==> config.mk <==
export PLATFORM = sky130hd
export DESIGN_NAME = ccff_loader
export DESIGN_NICKNAME = d
export VERILOG_FILES = /design/src/rtl/ccff_loader.sv
export SDC_FILE = /design/constraint.sdc
export NUM_CORES = 1
export LEC_CHECK = 0
export CORE_MARGIN = 2
export CORE_UTILIZATION = 32
export DETAILED_ROUTE_END_ITERATION = 8
export GPL_TIMING_DRIVEN = 0
export HOLD_SLACK_MARGIN = 0.15
export PLACE_DENSITY = 0.57
export SKIP_CTS_REPAIR_TIMING = 1
export SLEW_MARGIN = 10
export SYNTH_ARGS = -nofsm -noshare
export SYNTH_HDL_FRONTEND = slang
export SYNTH_SLANG_ARGS = --single-unit
export TNS_END_PERCENT = 100
==> constraint.sdc <==
create_clock -name clk -period 2.05 [get_ports clk]
set_clock_uncertainty 0.1 [all_clocks]
set_input_delay 0.41 -clock clk [delete_from_list [all_inputs] [get_ports clk]]
set_output_delay 0.41 -clock clk [all_outputs]
set_load 0.05 [all_outputs]
==> src/rtl/ccff_loader.sv <==
// ---------------------------------------------------------------------------
// ccff_loader
//
// Configuration loader feeding the LUT4/16x1-RAM tile chain. Bitstream bytes
// arrive over a valid/ready port and are serialised MSB first onto ccff_head,
// clocked into the chain by a divided prog_clk. A short active-low prog_rst
// pulse clears the chain before each load, and ccff_done rises once all
// NUM_TILES*BITS_PER_TILE bits have been shifted.
//
// Optional feature: define CCFF_CRC_EN to append a CRC-8 check byte
// (poly 0x07, init 0x00, MSB first) after the bitstream. A mismatch ends the
// load in an error state with err high.
//
// Ports:
//   clk        system clock
//   rst        asynchronous active-low reset
//   start      one-cycle pulse, starts a load when not busy
//   s_data     bitstream byte
//   s_valid    s_data valid
//   s_ready    loader accepts a byte this cycle
//   prog_clk   chain shift clock (registered)
//   prog_rst   chain reset, active-low (registered)
//   ccff_head  serial bit into the chain head
//   ccff_done  chain loaded, tiles in normal mode
//   busy       load in progress
//   err        CRC mismatch (constant 0 without CCFF_CRC_EN)
// ---------------------------------------------------------------------------
module ccff_loader #(
    parameter int NUM_TILES     = 1,
    parameter int BITS_PER_TILE = 18,
    parameter int HALF_PERIOD   = 1
) (
    input  logic       clk,
    input  logic       rst,
    input  logic       start,
    input  logic [7:0] s_data,
    input  logic       s_valid,
    output logic       s_ready,
    output logic       prog_clk,
    output logic       prog_rst,
    output logic       ccff_head,
    output logic       ccff_done,
    output logic       busy,
    output logic       err
);

    localparam int TOTAL = NUM_TILES * BITS_PER_TILE;
    localparam int GW    = $clog2(TOTAL + 1);
    localparam int HW    = $clog2(HALF_PERIOD + 1);

    localparam logic [GW-1:0] G_TOTAL = GW'(TOTAL);
    localparam logic [GW-1:0] G_ONE   = GW'(1);
    localparam logic [HW-1:0] H_LAST  = HW'(HALF_PERIOD - 1);
    localparam logic [HW-1:0] H_ONE   = HW'(1);

`ifdef CCFF_CRC_EN
    typedef enum logic [2:0] {
        ST_IDLE      = 3'd0,
        ST_RST_CHAIN = 3'd1,
        ST_FETCH     = 3'd2,
        ST_SHIFT_LO  = 3'd3,
        ST_SHIFT_HI  = 3'd4,
        ST_DONE      = 3'd5,
        ST_CRC_FETCH = 3'd6,
        ST_ERROR     = 3'd7
    } state_t;

    // One CRC-8 (x^8+x^2+x+1) step for a single bit, MSB-first.
    function automatic logic [7:0] crc8_step(input logic [7:0] crc_in, input logic bit_in);
        logic fb;
        fb = crc_in[7] ^ bit_in;
        crc8_step = {crc_in[6:0], 1'b0} ^ (fb ? 8'h07 : 8'h00);
    endfunction
`else
    typedef enum logic [2:0] {
        ST_IDLE      = 3'd0,
        ST_RST_CHAIN = 3'd1,
        ST_FETCH     = 3'd2,
        ST_SHIFT_LO  = 3'd3,
        ST_SHIFT_HI  = 3'd4,
        ST_DONE      = 3'd5
    } state_t;
`endif

    state_t          state;
    logic [7:0]      shreg;     // bit 7 is always the bit currently on ccff_head
    logic [3:0]      bitcnt;    // bits left in this byte; also the 2-cycle chain-reset timer
    logic [GW-1:0]   gcnt;      // bits left in the whole load
    logic [HW-1:0]   hcnt;      // cycles spent in the current prog_clk phase
`ifdef CCFF_CRC_EN
    logic [7:0]      crc;
`else
    assign err = 1'b0;
`endif

    // Loader FSM; all chain-side and handshake outputs are registered here.
    always_ff @(posedge clk or negedge rst) begin
        if (!rst) begin
            state     <= ST_IDLE;
            s_ready   <= 1'b0;
            prog_clk  <= 1'b0;
            prog_rst  <= 1'b0;
            ccff_head <= 1'b0;
            ccff_done <= 1'b0;
            busy      <= 1'b0;
            shreg     <= 8'h00;
            bitcnt    <= 4'd0;
            gcnt      <= '0;
            hcnt      <= '0;
`ifdef CCFF_CRC_EN
            crc       <= 8'h00;
            err       <= 1'b0;
`endif
        end else if (start && !busy) begin
            // busy is low exactly in IDLE/DONE/ERROR, the states that honour start
            state     <= ST_RST_CHAIN;
            prog_rst  <= 1'b0;
            ccff_done <= 1'b0;
            busy      <= 1'b1;
            bitcnt    <= 4'd0;
            gcnt      <= G_TOTAL;
            hcnt      <= '0;
`ifdef CCFF_CRC_EN
            crc       <= 8'h00;
            err       <= 1'b0;
`endif
        end else begin
            case (state)
                ST_IDLE: begin
                    prog_rst  <= 1'b1;
                    ccff_head <= 1'b0;
                end
                ST_RST_CHAIN: begin
                    if (bitcnt == 4'd1) begin
                        prog_rst <= 1'b1;
                        s_ready  <= 1'b1;
                        state    <= ST_FETCH;
                    end else begin
                        bitcnt <= bitcnt + 4'd1;
                    end
                end
                ST_FETCH: begin
                    if (s_valid) begin
                        shreg     <= s_data;
                        ccff_head <= s_data[7];
                        // the last byte carries only the remaining bits, top-aligned
                        if (32'(gcnt) >= 32'd8) begin
                            bitcnt <= 4'd8;
                        end else begin
                            bitcnt <= 4'(gcnt);
                        end
                        hcnt      <= '0;
                        s_ready   <= 1'b0;
                        state     <= ST_SHIFT_LO;
                    end else begin
                        s_ready <= 1'b1;
                    end
                end
                ST_SHIFT_LO: begin
                    if (hcnt == H_LAST) begin
                        hcnt     <= '0;
                        prog_clk <= 1'b1;
                        state    <= ST_SHIFT_HI;
                    end else begin
                        hcnt <= hcnt + H_ONE;
                    end
                end
                ST_SHIFT_HI: begin
                    if (hcnt == H_LAST) begin
                        hcnt     <= '0;
                        prog_clk <= 1'b0;
                        shreg    <= {shreg[6:0], 1'b0};
                        bitcnt   <= bitcnt - 4'd1;
                        gcnt     <= gcnt - G_ONE;
`ifdef CCFF_CRC_EN
                        crc      <= crc8_step(crc, shreg[7]);
`endif
                        if (bitcnt != 4'd1) begin
                            ccff_head <= shreg[6];
                            state     <= ST_SHIFT_LO;
                        end else if (gcnt != G_ONE) begin
                            s_ready <= 1'b1;
                            state   <= ST_FETCH;
                        end else begin
`ifdef CCFF_CRC_EN
                            s_ready <= 1'b1;
                            state   <= ST_CRC_FETCH;
`else
                            busy    <= 1'b0;
                            state   <= ST_DONE;
`endif
                        end
                    end else begin
                        hcnt <= hcnt + H_ONE;
                    end
                end
                ST_DONE: begin
                    // rises one cycle after the final prog_clk fall
                    ccff_done <= 1'b1;
                end
`ifdef CCFF_CRC_EN
                ST_CRC_FETCH: begin
                    if (s_valid) begin
                        s_ready <= 1'b0;
                        busy    <= 1'b0;
                        if (s_data == crc) begin
                            state <= ST_DONE;
                        end else begin
                            err   <= 1'b1;
                            state <= ST_ERROR;
                        end
                    end else begin
                        s_ready <= 1'b1;
                    end
                end
                ST_ERROR: begin
                    err       <= 1'b1;
                    ccff_done <= 1'b0;
                end
`endif
                default: begin
                    state    <= ST_IDLE;
                    s_ready  <= 1'b0;
                    prog_clk <= 1'b0;
                    busy     <= 1'b0;
                end
            endcase
        end
    end

endmodule

# --- Word level (Yosys, flattened, before mapping) ---
# Index checks and enable logic that the tools add are counted.
word_totals:
  ff_bits: 26
  output_inout_bits: 7
op_classes:
  add_sub_neg: 4
  order_cmp: 1
  eq_ne: 25
  mux: 46
  bitwise: 3
  reduce_logical: 25
op_table:
  columns: ["op", "n"]
  rows:
  - ["$mux 3", 7]
  - ["$ne 3x3->1 const B", 7]
  - ["$mux 1", 20]
  - ["$mux 4", 5]
  - ["$reduce_and 4->1", 4]
  - ["$mux 5", 3]
  - ["$pmux 3 s5", 1]
  - ["$mux 7", 2]
  - ["$ne 2x2->1 const B", 7]
  - ["$pmux 7 s2", 1]
  - ["$pmux 4 s3", 1]
  - ["$reduce_and 5->1", 2]
  - ["$reduce_bool 3->1", 3]
  - ["$eq 3x2->1 const B", 2]
  - ["$eq 3x3->1 const B", 2]
  - ["$ne 2x1->1 const B", 3]
  - ["$pmux 1 s2", 3]
  - ["$pmux 1 s3", 2]
  - ["$reduce_and 2->1", 3]
  - ["$reduce_and 6->1", 1]
  - ["$reduce_bool 2->1", 3]
  - ["$ge 5x4->1 const B", 1]
  - ["$ne 5x1->1 const B", 1]
  - ["$reduce_or 5->1", 1]
  - ["16 further kinds", 19]

# --- Longest topological paths before layout ---
depth:
  word_depth: 6
  depth_mapped: 6
  mapped_depth_nobuf: 6

# --- Worst setup path after synthesis ---
# OpenSTA, ideal clock, no wires.
synth_path:
  path_type: "reg2reg"
  start: "register bitcnt[1]"
  end: "register s_ready"
  arrival_time_ps: 1729
  slack_ps: 94
  path_stages_with_launch: 7
  path_buffers: 0
  period_less_slack_ps: 1956
  cell_sequence: "dfrtp_1 -> inv_1 -> ha_1 -> or3b_4 -> or2_1 -> a41oi_2 -> mux2_1"
synth_between:
  elab_chain_cells: 3
  word_cells_on_any_way: 5
synth_lines:
  columns: ["item", "line_no", "rtl"]
  rows:
  - ["start, declared", "87", "logic [3:0] bitcnt;"]
  - ["start signal, assigned", "139", "bitcnt <= bitcnt + 4'd1;"]
  - ["start signal, assigned", "150", "bitcnt <= 4'(gcnt);"]
  - ["start signal, assigned", "173", "bitcnt <= bitcnt - 4'd1;"]
  - ["$ne 4x1->1 / $eq 4x1->1 (equally long branches)", "178, 134", null]
  - ["$ne 2x2->1 (no source line)", null, null]
  - ["$reduce_and 6->1 (no source line) *", null, null]
  - ["end signal, assigned", "156", "s_ready <= 1'b1;"]
  - ["end signal, assigned", "182", "s_ready <= 1'b1;"]
  - ["end signal, assigned", "223", "s_ready <= 1'b0;"]
  - ["end, declared", "38", "output logic s_ready,"]
# Mark *: on every way between the ends. The rest lies on a longest branch, timed or not.
# A chain may end at the register's enable or synchronous reset.

# --- Worst setup path after layout ---
layout_path:
  start: "register prog_clk"
  end: "output port prog_clk"
layout_lines:
  columns: ["item", "line_no", "rtl"]
  rows:
  - ["start, declared", "39", "output logic prog_clk,"]
  - ["start signal, assigned", "101", "prog_clk <= 1'b0;"]
  - ["start signal, assigned", "162", "prog_clk <= 1'b1;"]
  - ["start signal, assigned", "171", "prog_clk <= 1'b0;"]
# No word-level cell between the ends.

==> impl_metrics.py <==
metrics = {
    "die": {
        "initial_core_util_pct": 33.65,
        "die_y_um": 74.94,
        "io_pins": 19,
        "rows": 25,
        "coreArea_mm2": 0.004786,
        "dieArea_mm2": 0.005615,
        "die_x_um": 74.94,
    },
    "timing": {
        "fmax_ghz": 0.5016,
        "max_slew_margin_pct": 58.59,
        "worstMarginPinSlew_ps": 612.5,
        "post-route-period-util_pct": 97.26,
        "hold_violations": 0,
        "final.min_clock_period_ps": 1994,
        "setup_ws_ps": 56.25,
        "finalMaxSlewViolations": 0,
        "rsz0062_at_grt": "false",
        "finalSetupViolations": 0,
    },
    "layout": {
        "area_delta_synth_final_pct": 22.07,
        "final_util_pct": 41.07,
        "antenna_cells": 0,
        "finalNonFillerCells": 271,
        "num-nets-final": 222,
        "fillers": 492,
        "final_layout_size_suffix_gt1_share_pct": 16.18,
    },
    "grt": {
        "grt.total_usage_pct": 14.98,
        "use_met2_pct": 24.85,
        "grt.met1_usage_pct": 20.43,
        "antenna_found_initial": 0,
        "grt_max_degree": 26,
        "overflow": 0,
        "grt_pass1_wl_um": 6492,
        "grt.busiest_layer": "met2",
        "grtUsageMet3_pct": 2.811,
        "first_global_vias": 1387,
    },
    "drt": {
        "ant_nets": 0,
        "vias_per_cell": 5.074,
        "wl_per_cell_um": 14.10,
        "drt_iter0_drc": 108,
        "routed_wl_um": 3820,
        "drc": 0,
        "firstDrtPassIters": 4,
        "vias": 1375,
    },
    "placed_design": {
        "dp_slack_ps": -109.3,
        "gp_congestion": 0.7678,
        "port_buffers": 17,
        "dp_hpwl_um": 2656,
        "dp_cells": 263,
    },
    "synthesis": {
        "synth_simple_gate_area_share_pct": 27.66,
        "syn_avg_cell_area_um2": 8.996,
        "synth_compound_area_share_pct": 18.73,
        "yosysUniqueCellTypes": 53,
        "synth_area_mm2": 0.001610,
        "synth_top_cell_by_area": "dfrtp_1",
        "synth_mux_area_share_pct": 2.098,
        "yosys-top-cells-area": "dfrtp_1 (39%), nand2_1 (4.4%), nor2_1 (4.4%)",
        "synth_nets": 196,
        "yosys.area_share.xor_xnor_pct": 2.720,
        "synth_top_area_share_pct": 38.85,
        "ys_async_sr_fraction_pct": 100.0,
        "netlist_instances": 179,
        "yosys_warnings": 0,
        "synth-edff-count": 0,
        "ys_ff_latch": 25,
        "synth_adder_area_share_pct": 3.885,
        "synth_top_family_by_area": "simple AND/OR/NAND/NOR gates",
        "synth_ff_type": "dfrtp_1",
        "ys_seq_area_share_pct": 38.85,
    },
    "clock_network": {
        "clock-sinks": 25,
        "worstSkewPairLatency_ps": 270,
        "cts_root_buf": "clkbuf_8",
        "cts.clk_slew.worst_paths_ps": 90,
        "cts_tree": "done",
        "clock_path_buffers": 2,
        "htreeDepth": 1,
        "cts_made_buffers": 3,
    },
    "critical_path": {
        "path_class": "reg2out",
        "start_kind": "register",
        "crit_fanout": 3,
        "cp-end-kind": "output pin",
        "critical_path.max_stage_delay_ps": 820,
        "critPathBufInv": 1,
        "crit_required_ps": 1540,
        "arrival_ps": 1480,
        "path_delay_family": "buffers and inverters",
        "crit_chain": "clkdlybuf4s50_1",
        "cpMaxStageDelayCell": "clkdlybuf4s50_1",
    },
    "job": {
        "maxCapViolations": 0,
    },
    "power": {
        "ir_drop_mv": 0.7080,
        "power_leakage_nw": 0.8194,
        "powerDensity_mw_per_mm2": 1439,
        "fin_total_pwr_mw": 2.829,
    },
    "worst_hold_path": {
        "hold_path.class": "reg2reg",
    },
    "run_status": {
        "run_status": "complete, no violations",
    },
}
==> logic make-up after synthesis <==
family	Yosys count
adder cells (fa/ha/maj)	5
XOR/XNOR	5
other	1
multiplexers	3
buffers and inverters	19
flip-flops	25
AND/OR/NAND/NOR	78
AO/OA/AOI/OAI	43
==> report_power, final <==
group | internal, mW | leakage (nW) | switching, mW
Clock | 0.139 | 0.0228 | 0.162
Combinational | 0.701 | 0.507 | 0.875
Sequential | 0.722 | 0.290 | 0.230
==> cell usage after synthesis, drive strengths merged, types with 2 or more instances <==
master  number
dfrtp       25
nand2       19
nor2        19
buf          9
a21oi        8
a31oi        8
o21ai        8
inv          6
nor3         6
ha           5
clkbuf       4
nor2b        4
nor3b        4
and3         3
mux2         3
nand2b       3
nand3        3
o211ai       3
o21a         3
or3b         3
xor2         3
and2         2
nand3b       2
o31ai        2
or3          2
xnor2        2
==> worst reg2reg max path, stage by stage, from the launching register on <==
cell and delay (ps):
dfrtp_1 420, inv_2 100, ha_4 130, or3b_4 410
or2_4 260, a41oi_2 160, mux2_4 320
==> routing by layer <==
layer	wire [um]	up-vias
met2	1780	27
met3	140	4
li1	-	686
met5	0	-
met4	27	0
met1	1872	658
==> path summary, 6_finish.rpt <==
| kind | slack, ps | startpoint | end | cells past startpoint |
|---|---|---|---|---|
| worst min register to register | 420 | ccff_head$_DFFE_PN0P_ | ccff_head$_DFFE_PN0P_ | 1 |
| min in group asynchronous | 570 | rst | shreg[5]$_DFFE_PN0P_ | 2 |
| worst min-delay path | 420 | ccff_head$_DFFE_PN0P_ | ccff_head$_DFFE_PN0P_ | 1 |
| worst max register to register | 60 | bitcnt[1]$_DFFE_PN0P_ | s_ready$_DFFE_PN0P_ | 6 |
| max in group asynchronous | 850 | rst | bitcnt[0]$_DFFE_PN0P_ | 2 |
| worst max-delay path | 60 | prog_clk$_DFFE_PN0P_ | prog_clk | 1 |
==> area by class of cell <==
| type | instances | area [um^2] | area share [%] |
|---|---|---|---|
| multi-input cells | 135 | 915.9 | 46.59 |
| flip-flops and latches | 25 | 626.9 | 31.89 |
| repair buffers | 21 | 200.2 | 10.18 |
| well taps | 67 | 83.83 | 4.265 |
| plain buffers | 13 | 71.32 | 3.628 |
| clock buffers | 4 | 45.04 | 2.292 |
| inverters | 6 | 22.52 | 1.146 |
==> sequential cells by signal, summed over array words and instances (netlist names) <==
register,count
ccff_done,1
bitcnt,4
busy,1
prog_clk,1
prog_rst,1
shreg,7
state,3
ccff_head,1
s_ready,1
gcnt,5
==> per-stage QoR <==
stage          area, um^2  hold slack, ps  TNS, ps
2_1_floorplan        1610           14.41        0
3_3_place_gp         1864           399.6   -308.8
3_5_place_dp         1864           395.5   -270.2
4_1_cts              1909           420.8   -71.47
5_1_grt              1966           443.4        0
6_report             1966           416.2        0
==> cells in the final DEF, fill, tap and decap left out, types with 2 or more instances in the layout <==
master,count
nand3b_1,2
buf_4,5
o21a_1,3
nand2b_1,3
nor3b_1,2
o21ai_0,8
nand2_1,19
a21oi_1,8
mux2_2,2
a31oi_1,8
and2_1,2
clkbuf_1,5
clkdlybuf4s50_1,15
inv_1,5
buf_2,7
o31ai_1,2
xnor2_1,2
and3_1,3
nor2b_1,4
nor2_1,19
nand3_1,3
nor3b_4,2
ha_1,4
dfrtp_1,24
clkbuf_8,3
nor3_1,6
xor2_1,3
o211ai_1,3
or3_1,2
(Power assumes the default switching activity.)
